<file path="src/rtl/multicycle_ctrl.sv">
// multicycle_ctrl: main control FSM for the multi-cycle MIPS datapath.
// Steps each instruction through fetch, decode, execute, memory and writeback
// and drives every datapath enable and mux select. The shared memory is
// accessed through a request/ready handshake.
//
// Ports:
//   clk_i, rst_i                - clock, synchronous active-high reset
//   instr_op_i, funct_i         - IR opcode and funct fields
//   zero_i, sign_i              - ALU result flags for branch resolution
//   mem_ready_i                 - memory completes the current request
//   mem_req_o, mem_we_o, iord_o - memory request, write, address select
//   ir_we_o, pc_we_o, pc_src_o  - IR/MDR load, PC write and PC source
//   reg_we_o, reg_dst_o, mem_to_reg_o - register file write controls
//   alu_src_a_o, alu_src_b_o, alu_op_o - ALU operand and op selects
//   state_o                     - current state (debug)
//   illegal_o                   - unsupported opcode trapped
//   cycle_cnt_o, instr_cnt_o    - performance counters (PERF_CNT_EN only)
//
// Optional feature macro: PERF_CNT_EN
module multicycle_ctrl #(
   parameter int unsigned CNT_W = 32
) (
   input  logic       clk_i,
   input  logic       rst_i,
   input  logic [5:0] instr_op_i,
   input  logic [5:0] funct_i,
   input  logic       zero_i,
   input  logic       sign_i,
   input  logic       mem_ready_i,
   output logic       mem_req_o,
   output logic       mem_we_o,
   output logic       iord_o,
   output logic       ir_we_o,
   output logic       pc_we_o,
   output logic [1:0] pc_src_o,
   output logic       reg_we_o,
   output logic [1:0] reg_dst_o,
   output logic [1:0] mem_to_reg_o,
   output logic       alu_src_a_o,
   output logic [2:0] alu_src_b_o,
   output logic [2:0] alu_op_o,
   output logic [3:0] state_o,
   output logic       illegal_o
`ifdef PERF_CNT_EN
   ,
   output logic [CNT_W-1:0] cycle_cnt_o,
   output logic [CNT_W-1:0] instr_cnt_o
`endif
);

   typedef enum logic [3:0] {
      FETCH    = 4'd0,
      DECODE   = 4'd1,
      MEM_ADDR = 4'd2,
      MEM_RD   = 4'd3,
      MEM_WB   = 4'd4,
      MEM_WR   = 4'd5,
      EXEC_R   = 4'd6,
      R_WB     = 4'd7,
      EXEC_I   = 4'd8,
      I_WB     = 4'd9,
      BRANCH   = 4'd10,
      JUMP     = 4'd11,
      JAL      = 4'd12,
      JR       = 4'd13,
      TRAP     = 4'd14
   } state_e;

   localparam logic [5:0] OP_RTYPE = 6'h00;
   localparam logic [5:0] OP_BGEZ  = 6'h01;
   localparam logic [5:0] OP_J     = 6'h02;
   localparam logic [5:0] OP_JAL   = 6'h03;
   localparam logic [5:0] OP_BEQ   = 6'h04;
   localparam logic [5:0] OP_BNE   = 6'h05;
   localparam logic [5:0] OP_BGT   = 6'h07;
   localparam logic [5:0] OP_ADDI  = 6'h08;
   localparam logic [5:0] OP_SLTI  = 6'h0A;
   localparam logic [5:0] OP_ORI   = 6'h0D;
   localparam logic [5:0] OP_LUI   = 6'h0F;
   localparam logic [5:0] OP_LW    = 6'h23;
   localparam logic [5:0] OP_SW    = 6'h2B;
   localparam logic [5:0] FN_JR    = 6'h08;

   state_e state_q, state_d;

   // ALU op for the I-type group; shared by EXEC_I and I_WB so I_WB holds it
   logic [2:0] i_alu_op;
   logic [2:0] i_alu_src_b;
   always_comb begin
      i_alu_op    = 3'b000;
      i_alu_src_b = 3'b010;
      case (instr_op_i)
         OP_SLTI: i_alu_op = 3'b011;
         OP_ORI:  begin i_alu_op = 3'b100; i_alu_src_b = 3'b101; end
         OP_LUI:  begin i_alu_op = 3'b101; i_alu_src_b = 3'b101; end
         default: ;
      endcase
   end

   // Next-state and output decode; reset gates every output to zero
   always_comb begin
      state_d      = state_q;
      mem_req_o    = 1'b0;
      mem_we_o     = 1'b0;
      iord_o       = 1'b0;
      ir_we_o      = 1'b0;
      pc_we_o      = 1'b0;
      pc_src_o     = 2'b00;
      reg_we_o     = 1'b0;
      reg_dst_o    = 2'b00;
      mem_to_reg_o = 2'b00;
      alu_src_a_o  = 1'b0;
      alu_src_b_o  = 3'b000;
      alu_op_o     = 3'b000;
      illegal_o    = 1'b0;

      case (state_q)
         FETCH: begin
            mem_req_o   = 1'b1;
            alu_src_b_o = 3'b001;
            if (mem_ready_i) begin
               ir_we_o = 1'b1;
               pc_we_o = 1'b1;
               state_d = DECODE;
            end
         end
         DECODE: begin
            alu_src_b_o = 3'b011;
            case (instr_op_i)
               OP_RTYPE: state_d = (funct_i == FN_JR) ? JR : EXEC_R;
               OP_ADDI, OP_SLTI, OP_ORI, OP_LUI: state_d = EXEC_I;
               OP_LW, OP_SW: state_d = MEM_ADDR;
               OP_BEQ, OP_BNE, OP_BGT, OP_BGEZ: state_d = BRANCH;
               OP_J:   state_d = JUMP;
               OP_JAL: state_d = JAL;
               default: state_d = TRAP;
            endcase
         end
         MEM_ADDR: begin
            alu_src_a_o = 1'b1;
            alu_src_b_o = 3'b010;
            state_d     = (instr_op_i == OP_SW) ? MEM_WR : MEM_RD;
         end
         MEM_RD: begin
            mem_req_o = 1'b1;
            iord_o    = 1'b1;
            if (mem_ready_i) state_d = MEM_WB;
         end
         MEM_WB: begin
            reg_we_o     = 1'b1;
            mem_to_reg_o = 2'b01;
            state_d      = FETCH;
         end
         MEM_WR: begin
            mem_req_o = 1'b1;
            mem_we_o  = 1'b1;
            iord_o    = 1'b1;
            if (mem_ready_i) state_d = FETCH;
         end
         EXEC_R: begin
            alu_src_a_o = 1'b1;
            alu_op_o    = 3'b010;
            state_d     = R_WB;
         end
         R_WB: begin
            reg_we_o  = 1'b1;
            reg_dst_o = 2'b01;
            state_d   = FETCH;
         end
         EXEC_I: begin
            alu_src_a_o = 1'b1;
            alu_src_b_o = i_alu_src_b;
            alu_op_o    = i_alu_op;
            state_d     = I_WB;
         end
         I_WB: begin
            reg_we_o = 1'b1;
            alu_op_o = i_alu_op;
            state_d  = FETCH;
         end
         BRANCH: begin
            alu_src_a_o = 1'b1;
            alu_op_o    = 3'b001;
            pc_src_o    = 2'b01;
            case (instr_op_i)
               OP_BEQ:  pc_we_o = zero_i;
               OP_BNE:  pc_we_o = ~zero_i;
               OP_BGT:  pc_we_o = ~zero_i & ~sign_i;
               OP_BGEZ: begin
                  alu_src_b_o = 3'b100;
                  pc_we_o     = ~sign_i;
               end
               default: ;
            endcase
            state_d = FETCH;
         end
         JUMP: begin
            pc_we_o  = 1'b1;
            pc_src_o = 2'b10;
            state_d  = FETCH;
         end
         JAL: begin
            pc_we_o      = 1'b1;
            pc_src_o     = 2'b10;
            reg_we_o     = 1'b1;
            reg_dst_o    = 2'b10;
            mem_to_reg_o = 2'b11;
            state_d      = FETCH;
         end
         JR: begin
            pc_we_o  = 1'b1;
            pc_src_o = 2'b11;
            state_d  = FETCH;
         end
         TRAP: begin
            illegal_o = 1'b1;
         end
         default: state_d = FETCH;
      endcase

      if (rst_i) begin
         mem_req_o    = 1'b0;
         mem_we_o     = 1'b0;
         iord_o       = 1'b0;
         ir_we_o      = 1'b0;
         pc_we_o      = 1'b0;
         pc_src_o     = 2'b00;
         reg_we_o     = 1'b0;
         reg_dst_o    = 2'b00;
         mem_to_reg_o = 2'b00;
         alu_src_a_o  = 1'b0;
         alu_src_b_o  = 3'b000;
         alu_op_o     = 3'b000;
         illegal_o    = 1'b0;
      end
   end

   always_ff @(posedge clk_i) begin
      if (rst_i) state_q <= FETCH;
      else       state_q <= state_d;
   end

   assign state_o = state_q;

`ifdef PERF_CNT_EN
   logic [CNT_W-1:0] cycle_cnt_q, cycle_cnt_d;
   logic [CNT_W-1:0] instr_cnt_q, instr_cnt_d;

   // Cycle count freezes in TRAP; instruction count ticks on re-entry to FETCH
   always_comb begin
      cycle_cnt_d = cycle_cnt_q;
      instr_cnt_d = instr_cnt_q;
      if (state_q != TRAP) cycle_cnt_d = cycle_cnt_q + CNT_W'(1);
      if ((state_d == FETCH) && (state_q != FETCH))
         instr_cnt_d = instr_cnt_q + CNT_W'(1);
   end

   always_ff @(posedge clk_i) begin
      if (rst_i) begin
         cycle_cnt_q <= '0;
         instr_cnt_q <= '0;
      end else begin
         cycle_cnt_q <= cycle_cnt_d;
         instr_cnt_q <= instr_cnt_d;
      end
   end

   assign cycle_cnt_o = cycle_cnt_q;
   assign instr_cnt_o = instr_cnt_q;
`endif

endmodule
</file>
<file path="config.mk">
export PLATFORM = sky130hd
export DESIGN_NAME = multicycle_ctrl
export DESIGN_NICKNAME = d
export VERILOG_FILES = /design/src/rtl/multicycle_ctrl.sv
export SDC_FILE = /design/constraint.sdc
export NUM_CORES = 1
export LEC_CHECK = 0
export ABC_CLOCK_PERIOD_IN_PS = 1600
export BUFFER_PORTS_ARGS = -buffer_cell sky130_fd_sc_hd__clkbuf_2
export CAP_MARGIN = 20
export CORE_AREA = 2 2 67 69
export DETAILED_ROUTE_END_ITERATION = 16
export DIE_AREA = 0 0 69 71
export PLACE_DENSITY_LB_ADDON = 0.12
export SYNTH_ARGS = -nofsm -noshare
export SYNTH_HDL_FRONTEND = slang
export SYNTH_SLANG_ARGS = --single-unit
</file>
<file path="constraint.sdc">
create_clock -name clk_i -period 1.6 [get_ports clk_i]
set_input_delay 0.32 -clock clk_i [delete_from_list [all_inputs] [get_ports clk_i]]
set_output_delay 0.32 -clock clk_i [all_outputs]
set_load 0.05 [all_outputs]
</file>
Word level (Yosys, flattened, before mapping). Cells that the tools add are included.

Add/subtract/negate cells: 0. $mul: 0. Div/mod/pow operators: 0. $lt $le $gt $ge: 0. Equal/unequal tests: 30. Shifts and indexed selects: 0. Multiplexer cells: 38. Bitwise operators: 4. Reduce and logical (&&, ||, !) cells: 14.

Operator list (number): one-hot mux 4 bit (8 select lines) (1); == test 6 x 4 -> 1 bit (second input constant) (5); == test 4 bit (second input constant) (7); one-hot mux 4 bit (6 select lines) (1); == test 6 x 3 -> 1 bit (second input constant) (3); one-hot mux 3 bit (3 select lines) (2); == test 4 x 3 -> 1 bit (second input constant) (4); 2-to-1 mux 1 bit (16); 2-to-1 mux 4 bit (4); OR reduction 4 bit (4); 2-to-1 mux 3 bit (5); one-hot mux 3 bit (5 select lines) (1); == test 6 x 2 -> 1 bit (second input constant) (2); == test 6 bit (second input constant) (2); OR reduction 2 bit (5); == test 4 x 2 -> 1 bit (second input constant) (2); one-hot mux 2 bit (2 select lines) (2); == test 6 x 1 -> 1 bit (second input constant) (1); logical NOT 6 bit (1); 2-to-1 mux 2 bit (3); != test 2 bit (second input constant) (3); one-hot mux 2 bit (3 select lines) (1); OR reduction 3 bit (2); == test 4 x 1 -> 1 bit (second input constant) (1); 6 further kinds (8).

Register bits: 4. Latch bits: 0. Memory bits (writable): 0. Bits in read-only memories: 0. Bits of input ports: 17. Output and inout port bits: 24. Word-level logic and storage cells: 87. Memories kept: 0.

Depth between registers and ports, before layout.
Depth after elaboration: 5. Gate-level depth with buffers: 6. Gate-level depth less buffers: 4.

Worst setup path after synthesis. Ideal clock, no wire load.

Path type: register to output. From: register state_q[2], in the netlist state_o[2]. To: output mem_req_o. Arrival time: 3.587 ns. Required time: 1.280 ns. Path slack: -2.307 ns. Cell stages (with the launch flop): 4. Path buffers: 0. Cell sequence: dfxtp_1 -> nor2b_1 -> nor2_1 -> a2111oi_0.

Cells in the longest elaborated chain, start to end: 4. Elaborated cells between the ends (all ways): 6. Those cells by class: eq/ne: 2; mux: 2; reduce/logical: 2.

Ends and longest elaborated chain: start: declaration (line 84) `state_e state_q, state_d;`; start signal: assignment (line 240) `else state_q <= state_d;`; == test 4 x 3 -> 1 bit (tied with other cells) (line 117) `case (state_q)`; OR reduction 3 bit (no source line) (*); 2-to-1 mux 1 bit (*) (line 117); 2-to-1 mux 1 bit (*) (line 221) `if (rst_i) begin`; end: declaration (line 30) `output logic mem_req_o,`.

Mark *: on every way between the ends. The rest lies on a longest branch, timed or not.

Worst setup path in the final report.
From: register state_q[2], in the netlist state_o[2]. To: output pc_we_o.

Cells in the longest elaborated chain, start to end: 4. Elaborated cells between the ends (all ways): 8. Those cells by class: eq/ne: 4; mux: 2; reduce/logical: 2.

Ends and longest elaborated chain: == test 4 bit (line 117); OR reduction 3 bit (no source line); one-hot mux 1 bit (3 select lines) (*) (line 117); 2-to-1 mux 1 bit (*) (line 221); end: declaration (line 34) `output logic pc_we_o,`.

Marked as above.

==> impl_results.md <==
- Run status: finished, violations left
- Failing checks: setup timing
- Hold Path End: state_o[3]
- Fillers: 380
- Design area: 0.00233 sq mm
- HP Class: in2reg
- Worst-path maximum fanout: 5
- GRT overflow: 0
- Flops & latches, synth: 4
- Fmax: 533 MHz
- Storage cell area: 95.1 sq um
- Worst-skew pair later-pin latency: 0.21 ns
- Cells after Synth: 152
- TritonCTS Sinks: 4
- Fin Hold WS: 0.557 ns
- Die Y: 71 um
- Max-cap viol count: 0
- TritonRoute pass-1 iters: 4
- Slew margin rel.: 0.749
- Worst setup margin: -0.276 ns
- Share of layout cells above drive strength 1: 0.664
- Syn-to-layout area delta: 153%
- Vias per cell: 5.01
- Critical R2R Launch: state_o[1]
- RSZ-0062 raised after global routing: yes
- Routed Antenna Nets: 0
- Placed cell areas: 0.00183 sq mm
- Worst Hold Launch: funct_i[5]
- Setup tns final: -2.66 ns
- Commonest non-fill, non-tap cell in the layout: buf_4
- Synth Flop Type: dfxtp_1
- Die Span X: 69 um
- Synth cell types: 46
- Fin Clk Skew: 0.00106 ns
- DRC Markers: 0
- Num CTS Buffers: 3
- Worst Path Arrival: 1.56 ns
- Final setup vio count: 20
- Clock transition at path regs: 0.03 ns
- Area of the multi-input gates: 0.00110 sq mm
- Area contributors post-synth: nor2_1, dfxtp_1, a21oi_1
- Number of synthesis warnings: 0
- Min cycle time layout: 1.88 ns
- Routed length per placed instance: 14.5 um
- Number of nets in the layout: 260
- FF-to-FF End: state_o[2]
- Fin. max-slew vios: 0
- Asr flop ratio synth: 0
- Core area: 0.00420 sq mm
- Req. time, crit path: 1.28 ns
- Worst Max-Slew Pin Slew: 0.376 ns
- Pre-CTS WS: -0.278 ns
- Worst setup path class: reg2out
- Power Dens Cells: 1310 mW/mm^2
- Tot Pwr: 3.06 mW
- Largest area contributor in the netlist: nor2_1
- Via count: 1467
- Port Buffers: 40
- Antenna violations before repair: 0
- Vias in the first global route: 1522
- GP Congestion: 0.800
- Synth Area per Inst: 6.07 sq um
- Starting Density: 0.219
- Mapped Area: 922 sq um
- First-pass GRT wire length: 7160 um
- Period utilisation layout: 1.17
- Max Buffers Root-to-Sink: 2
- CTS tree: built
- Root Buffer: clkbuf_8
- R2r setup slk: -0.11 ns
- Peak supply drop: 0.482 mV
- Largest net degree at the start of global routing: 18
- Sequential element share of the synthesized area: 0.0868
- Number of flip-flops under the largest register name: 4
- Syn_nets: 169
- Post-synth EDFFs: 0
- CP endpoint kind: primary output
- Final hold violation count: 0
- WHS Path Cells: 5
- Diodes inserted: 0
- Most frequent cells in the layout: buf_4, clkbuf_2, nor2_1
- Initial DRC count: 34
- Die area: 0.00490 sq mm
- Startpoint Class: register
- IO Pins: 41
- Worst Reg-to-Reg Cells: 6
- H-tree levels: 1
- HPWL after DPL: 3340 um
- Synth top area share: 0.122
- Rows: 24
- Static leakage: 0.941 nW
- Routed wire length: 4250 um
- Gr usage total: 0.176
## what timing repair did
action	CTS	global route
endpoints found under the setup margin	21	22
gates cloned	1	0
hold buffers	0	0
gates resized for setup	59	32
pin swaps	19	16
setup buffers	11	3
## kinds of logic after synthesis
group / Yosys count / share of synthesized area
XOR/XNOR: 2 / 0.0190
AND/OR/NAND/NOR: 81 / 0.456
AO/OA/AOI/OAI: 44 / 0.327
flip-flops: 4 / 0.0868
multiplexers: 1 / 0.0109
buffers and inverters: 20 / 0.100
## how the worst max path moves through the flow
stage / slack [ns] / end / cells past startpoint / start
after floorplan: -0.24 / iord_o / 3 / state_o[0]
after CTS: -0.31 / pc_we_o / 5 / state_o[2]
after detailed placement: -0.28 / pc_we_o / 6 / sign_i
final: -0.28 / pc_we_o / 5 / state_o[2]
after global routing: -0.33 / pc_we_o / 5 / state_o[2]
after global placement: -0.27 / pc_we_o / 7 / instr_op_i[2]
## critical path, stage by stage (launching register included)
cell and delay [ns]:
dfxtp_4 0.36, nand2b_4 0.15, nor4_4 0.26, o211ai_1 0.22, a21oi_4 0.20, buf_12 0.15
## synth_stat cells, types with 3 or more instances
library cell  instances
nor2b_1               4
nand2b_1              5
dfxtp_1               4
o21ai_0               8
inv_1                 4
nor2_1               30
nor3_1               12
a21oi_1              13
buf_2                 5
clkbuf_1              8
and3_1                4
a2111oi_0             3
nand2_1               8
a211oi_1              5
## metrics by stage
step,cells,util
finish,293,0.555
global placement,277,0.436
floorplan,152,-
CTS,292,0.532
global route,293,0.555
detailed placement,277,0.436
## final cells by class
class,instances,share of cell area
multi-input combinational,128,0.474
timing repair buffer,102,0.433
sequential,4,0.0408
tap,52,0.0279
clock buffer,3,0.0177
inverter,4,0.00644
## routing by layer
| metal | up-vias | GRT usage | wire length [um] | share of wire |
|---|---|---|---|---|
| li1 | 737 | - | - | - |
| met1 | 686 | 0.210 | 1800 | 0.42 |
| met2 | 37 | 0.333 | 2260 | 0.53 |
| met3 | 7 | 0.0285 | 123 | 0.029 |
| met4 | 0 | 0.0327 | 62 | 0.015 |
| met5 | - | 0 | 0 | 0 |
## report_power, final
group | internal [mW] | switching, mW | total [mW] | leakage (nW)
sequential | 0.154 | 0.0844 | 0.239 | 0.0356
clock | 0.160 | 0.0486 | 0.209 | 0.0216
combinational | 1.27 | 1.35 | 2.62 | 0.884
total | 1.58 | 1.48 | 3.06 | 0.941
No activity file was read; power rests on OpenSTA's default activity.
